`config.mk`:
```
export PLATFORM = sky130hd
export DESIGN_NAME = z80_stack_pop_seq
export DESIGN_NICKNAME = d
export VERILOG_FILES = /design/src/rtl/z80_pkg.sv /design/src/rtl/z80_cond_eval.sv /design/src/rtl/z80_stack_pop_seq.sv
export SDC_FILE = /design/constraint.sdc
export NUM_CORES = 1
export LEC_CHECK = 0
export ABC_AREA = 1
export BUFFER_PORTS_ARGS = -buffer_cell sky130_fd_sc_hd__buf_2
export CAP_MARGIN = 20
export CORE_MARGIN = 4
export CORE_UTILIZATION = 49
export CTS_CLUSTER_SIZE = 40
export DETAILED_ROUTE_END_ITERATION = 8
export PLACE_DENSITY = 0.77
export SKIP_LAST_GASP = 1
export SLEW_MARGIN = 20
export SYNTH_ARGS = -nofsm -noshare
export SYNTH_HDL_FRONTEND = slang
export SYNTH_HIERARCHICAL = 1
export SYNTH_SLANG_ARGS = --single-unit
```
`constraint.sdc`:
```
create_clock -name clk -period 1.4 [get_ports clk]
set_input_delay 0.07 -clock clk [delete_from_list [all_inputs] [get_ports clk]]
set_output_delay 0.07 -clock clk [all_outputs]
set_load 0.005 [all_outputs]
```
`src/rtl/z80_pkg.sv`:
```
// Shared Z80 core types: condition codes, flag bits, sequencer states.
// Bus cycle-type codes match the z80fi monitor's encoding.
package z80_pkg;

  typedef enum logic [2:0] {
    CC_NZ = 3'd0,
    CC_Z  = 3'd1,
    CC_NC = 3'd2,
    CC_C  = 3'd3,
    CC_PO = 3'd4,
    CC_PE = 3'd5,
    CC_P  = 3'd6,
    CC_M  = 3'd7
  } cc_e;

  localparam int FLAG_S  = 7;
  localparam int FLAG_Z  = 6;
  localparam int FLAG_PV = 2;
  localparam int FLAG_C  = 0;

  typedef enum logic [2:0] {
    ST_IDLE,
    ST_EXT,
    ST_RD_LO,
    ST_RD_HI,
    ST_FIN
  } seq_state_e;

  localparam logic [1:0] CYC_M1  = 2'd0;
  localparam logic [1:0] CYC_MRD = 2'd1;
  localparam logic [1:0] CYC_MWR = 2'd2;
  localparam logic [1:0] CYC_INT = 2'd3;

endpackage

```
`src/rtl/z80_cond_eval.sv`:
```
// Z80 condition-code evaluator (cc, F) -> taken.
// Shared by RET cc, JP cc, CALL cc and JR cc.
module z80_cond_eval
  import z80_pkg::*;
(
  input  logic [2:0] cc,
  input  logic [7:0] flags,
  output logic       taken
);

  logic unused_flags;
  assign unused_flags = ^{flags[5:3], flags[1]};

  always_comb begin
    taken = 1'b0;
    unique case (cc_e'(cc))
      CC_NZ: taken = !flags[FLAG_Z];
      CC_Z:  taken =  flags[FLAG_Z];
      CC_NC: taken = !flags[FLAG_C];
      CC_C:  taken =  flags[FLAG_C];
      CC_PO: taken = !flags[FLAG_PV];
      CC_PE: taken =  flags[FLAG_PV];
      CC_P:  taken = !flags[FLAG_S];
      CC_M:  taken =  flags[FLAG_S];
    endcase
  end

endmodule

```
`src/rtl/z80_stack_pop_seq.sv`:
```
// Return-family sequencer: pops IP from (SP),(SP+1), SP += 2.
// Z80_RETN_IFF_EN: RETN/RETI copy IFF2 into IFF1 on a taken return.
module z80_stack_pop_seq
  import z80_pkg::*;
#(
  parameter int EXT_TICKS = 1
) (
  input  logic        clk,
  input  logic        reset_n,
  input  logic        start,
  input  logic        is_cond,
  input  logic [2:0]  cc,
  input  logic        is_retn,
  input  logic [7:0]  flags,
  input  logic [15:0] sp_in,
  input  logic [15:0] ip_in,
  input  logic        iff2,
  output logic        busy,
  output logic        mem_rd,
  output logic [15:0] mem_addr,
  input  logic        mem_ack,
  input  logic [7:0]  mem_rdata,
  output logic        done,
  output logic        taken,
  output logic [15:0] ip_out,
  output logic [15:0] sp_out,
  output logic        iff1_wr,
  output logic        iff1_val,
  output logic [2:0]  mcycles
);

  seq_state_e  state_q, state_d;
  logic [7:0]  cnt_q, cnt_d;
  logic [2:0]  cc_q, cc_d;
  logic [7:0]  flags_q, flags_d;
  logic [15:0] sp_q, sp_d;
  logic [15:0] ip_q, ip_d;
  logic [7:0]  lo_q, lo_d;
  logic        taken_q, taken_d;
  logic [15:0] ip_out_q, ip_out_d;
  logic [15:0] sp_out_q, sp_out_d;
  logic [2:0]  mcyc_q, mcyc_d;
  logic        cc_ok;

  z80_cond_eval u_cond (
    .cc    (cc_q),
    .flags (flags_q),
    .taken (cc_ok)
  );

  always_ff @(posedge clk or negedge reset_n) begin
    if (!reset_n) begin
      state_q  <= ST_IDLE;
      cnt_q    <= '0;
      cc_q     <= '0;
      flags_q  <= '0;
      sp_q     <= '0;
      ip_q     <= '0;
      lo_q     <= '0;
      taken_q  <= 1'b0;
      ip_out_q <= '0;
      sp_out_q <= '0;
      mcyc_q   <= '0;
    end else begin
      state_q  <= state_d;
      cnt_q    <= cnt_d;
      cc_q     <= cc_d;
      flags_q  <= flags_d;
      sp_q     <= sp_d;
      ip_q     <= ip_d;
      lo_q     <= lo_d;
      taken_q  <= taken_d;
      ip_out_q <= ip_out_d;
      sp_out_q <= sp_out_d;
      mcyc_q   <= mcyc_d;
    end
  end

  always_comb begin
    state_d  = state_q;
    cnt_d    = cnt_q;
    cc_d     = cc_q;
    flags_d  = flags_q;
    sp_d     = sp_q;
    ip_d     = ip_q;
    lo_d     = lo_q;
    taken_d  = taken_q;
    ip_out_d = ip_out_q;
    sp_out_d = sp_out_q;
    mcyc_d   = mcyc_q;
    unique case (state_q)
      ST_IDLE: begin
        if (start) begin
          cc_d    = cc;
          flags_d = flags;
          sp_d    = sp_in;
          ip_d    = ip_in;
          cnt_d   = 8'(EXT_TICKS - 1);
          state_d = is_cond ? ST_EXT : ST_RD_LO;
        end
      end
      ST_EXT: begin
        if (cnt_q != 8'd0) begin
          cnt_d = cnt_q - 8'd1;
        end else if (cc_ok) begin
          state_d = ST_RD_LO;
        end else begin
          state_d  = ST_FIN;
          taken_d  = 1'b0;
          ip_out_d = ip_q;
          sp_out_d = sp_q;
          mcyc_d   = 3'd0;
        end
      end
      ST_RD_LO: begin
        if (mem_ack) begin
          lo_d    = mem_rdata;
          state_d = ST_RD_HI;
        end
      end
      ST_RD_HI: begin
        if (mem_ack) begin
          state_d  = ST_FIN;
          taken_d  = 1'b1;
          ip_out_d = {mem_rdata, lo_q};
          sp_out_d = sp_q + 16'd2;
          mcyc_d   = 3'd2;
        end
      end
      ST_FIN: state_d = ST_IDLE;
      default: state_d = ST_IDLE;
    endcase
  end

  // Bus outputs decode straight from state so reset drops them at once
  always_comb begin
    busy     = (state_q != ST_IDLE);
    done     = (state_q == ST_FIN);
    mem_rd   = (state_q == ST_RD_LO) || (state_q == ST_RD_HI);
    mem_addr = '0;
    if (state_q == ST_RD_LO) mem_addr = sp_q;
    if (state_q == ST_RD_HI) mem_addr = sp_q + 16'd1;
  end

  assign taken   = taken_q;
  assign ip_out  = ip_out_q;
  assign sp_out  = sp_out_q;
  assign mcycles = mcyc_q;

`ifdef Z80_RETN_IFF_EN
  logic retn_q;
  logic iff2_q;

  always_ff @(posedge clk or negedge reset_n) begin
    if (!reset_n) begin
      retn_q <= 1'b0;
      iff2_q <= 1'b0;
    end else if (state_q == ST_IDLE && start) begin
      retn_q <= is_retn;
      iff2_q <= iff2;
    end
  end

  assign iff1_wr  = done && taken_q && retn_q;
  assign iff1_val = iff1_wr && iff2_q;
`else
  logic unused_retn;
  assign unused_retn = ^{is_retn, iff2};
  assign iff1_wr  = 1'b0;
  assign iff1_val = 1'b0;
`endif

  no_start_while_busy: assert property (
    @(posedge clk) disable iff (!reset_n) !(start && busy)
  );

endmodule

```
==> results_dict.tcl <==
set metrics [dict create \
    clk_pin_slew_ns 0.11 \
    fmaxAchievable_mhz 421 \
    grt_max_degree 35 \
    gr-total-overflow 0 \
    p_switching_mw 1.27 \
    rows 35 \
    h-tree-depth 3 \
    die_area_um2 11300 \
    min_to "lo_q[6]" \
    io_pins 115 \
    arrival_ns 2.31 \
    dr_total_vias 6297 \
    yosys_warnings 6 \
    powerDensity_nw_per_um2 604 \
    numCtsBuffers 9 \
    start_util 0.510 \
    syn2layout_area_growth_pct 77.1 \
    skew_ns 0.0152 \
    hp-start "mem_ack" \
    fin_crit_sh 1.70 \
    clock_path_buffers 2 \
    final_area_um2 8420 \
    die_h_um 107 \
    rsz0062_at_grt "true" \
    max-vdd-ir-drop_v 0.000468 \
    core-area_um2 9330 \
    ant_nets 0 \
    first_global_vias 5689 \
    placed_area_um2 5840 \
    maxCapViolCount 0 \
    reg2reg_to "sp_out[9]" \
    combPwrFrac 0.059 \
    start_kind "flop" \
    firstDrtPassIters 9 \
    slowest_delay_ns 0.55 \
    grt_usage 0.335 \
    viasPerCell 6.36 \
    fin_util 0.902 \
    max_slew_margin 0.594 \
    drcViolationCount 52 \
    cellLeakagePower_nw 4.37 \
    r2r_slack_ns -0.59 \
    status "finished with violations" \
    slowest_stage "dfrtp_1" \
    pre_cts_slack_ns -0.187 \
    sequentialPowerShare 0.517 \
    wirelength_mm 25.7 \
    dieWidth_um 107 \
    reg2regPathDepth 9 \
    swShare 0.250 \
    setup_tns_ns -38.06 \
    syn_area_per_cell_um2 8.02 \
    finalHoldViolCount 0 \
    cts_sinks 91 \
    io_buffers 104 \
    worstPathMaxFanout 4 \
    clk_latency_ns 0.38 \
    violations "design-rule violations, negative setup slack" \
    setup_viol_count_final 109 \
    required_ns 1.33 \
    syn-cell-area_um2 4750 \
    place.gp.congestion 0.885 \
    end_kind "primary output" \
    layout-drive-gt1-share 0.538 \
    grt_first_pass_wirelength_mm 29.5 \
    root_buffer "clkbuf_8" \
    slew_viol_final 0 \
    worst-setup-path-type "flop to primary output" \
    timing.final.ws_setup_ns -0.978 \
    fin_crit_ns 2.38 \
    routedWlPerCell_um 25.9 \
    crit_chain "nand2_2 > nor2_2 > nand2_1 > nor2_4 > o21ai_0 > a21oi_1 > buf_2" \
    grt_antenna_before_repair 1 \
    r2r_start "cnt_q[2]" \
    hold_depth 3 \
    worstMarginPinSlew_ns 0.593 \
    power.share.clock 0.424 \
    num-nets-final 917 \
    p_total_mw 5.08 \
    syn_inst 593 \
    drt_iter0_drc 735 \
    cellInternalPower_mw 3.81 \
    cts_tree "built" \
    detailed_place_hpwl_mm 9.67 \
    hp-class "primary input to flop" \
]
placed cells by master, fill, tap and decap left out, types with 3 or more instances in the layout:
cell and instances:
nand2_1 124, buf_2 101, dfrtp_1 85, buf_4 69, nand2_2 55, nand2_4 48, dlygate4sd3_1 48, o21ai_2 42
inv_1 33, nor2_1 23, buf_6 23, nand3_1 20, o21ai_1 18, buf_12 18, mux2i_1 12, o21ai_0 9
clkbuf_8 9, nor2_2 8, buf_16 8, nor2_4 7, inv_2 7, o21ai_4 7, a21oi_1 6, nand3_4 6
nand3_2 6, a21oi_2 6, dfrtp_2 6, inv_6 5, nand2_8 4, xor2_1 4, ha_4 4, conb_1 4
inv_4 3, nor3_4 3, o21bai_1 3, clkbuf_16 3
state kept, by name, indices dropped and copies added (netlist names):
signal and flops:
ip_out 16, cnt_q 8, ip_q 16, sp_q 16, flags_q 4, sp_out 16, lo_q 8, state_q 3
mcycles 1, cc_q 3
critical path, delay by kind of cell (launching register included):
family	cells	cell delay, ns
buffers and inverters	1	0.19
DFF	1	0.55
and+or+nand+nor	4	0.75
AOI/OAI and AO/OA	2	0.44
cell type report:
| type | count | area [um2] |
|---|---|---|
| diodes | 1 | 2.50 |
| clock buffers | 10 | 128 |
| well taps | 129 | 161 |
| repair buffers | 272 | 2450 |
| flip-flops and latches | 91 | 2280 |
| fillers | 327 | 910 |
| multi-input cells | 433 | 3090 |
| clock inverters | 6 | 93.8 |
| inverters | 48 | 211 |
how the worst max path moves through the flow:
stage	startpoint	end	slack, ns	depth (start not counted)
global route	sp_q[4]	mem_addr[10]	-0.98	7
floorplan	state_q[2]	ip_out[10]	-0.04	7
detailed placement	state_q[2]	sp_out[5]	-0.19	7
global placement	state_q[2]	sp_out[13]	-0.11	7
CTS	sp_q[2]	mem_addr[11]	-0.40	8
finish	sp_q[4]	mem_addr[10]	-0.98	7
per-layer routing:
layer	part of all wire	track usage	wire, um	vias up
li1	-	-	-	2417
met1	0.33	0.403	8350	2930
met2	0.45	0.594	11500	692
met3	0.13	0.0650	3370	256
met4	0.094	0.128	2420	2
met5	0.0018	0	46	-
power groups by stage:
stage / sequential (mW) / clock (mW) / combinational (mW)
floorplan: 2.68 / 0 / 0.0145
CTS: 2.63 / 2.03 / 0.263
global route: 2.63 / 2.24 / 0.322
finish: 2.63 / 2.15 / 0.301
global placement: 2.68 / 0 / 0.151
detailed placement: 2.68 / 0 / 0.155
timing repair:
item / CTS / global route
resized for setup: 133 / 221
pin swaps: 34 / 50
endpoints found under the setup margin: 94 / 110
hold endpoints to repair: 78 / 0
hold buffers: 48 / 0
cloned: 14 / 4
buffers inserted: 28 / 31
per-stage QoR:
stage | instances | hold WS (ns)
4_1_cts | 971 | 0.0224
2_1_floorplan | 596 | -0.226
5_1_grt | 990 | 0.0500
6_report | 990 | 0.0680
3_5_place_dp | 867 | 0.0700
3_3_place_gp | 867 | 0.0533
Power figures use the tool's default switching activity.
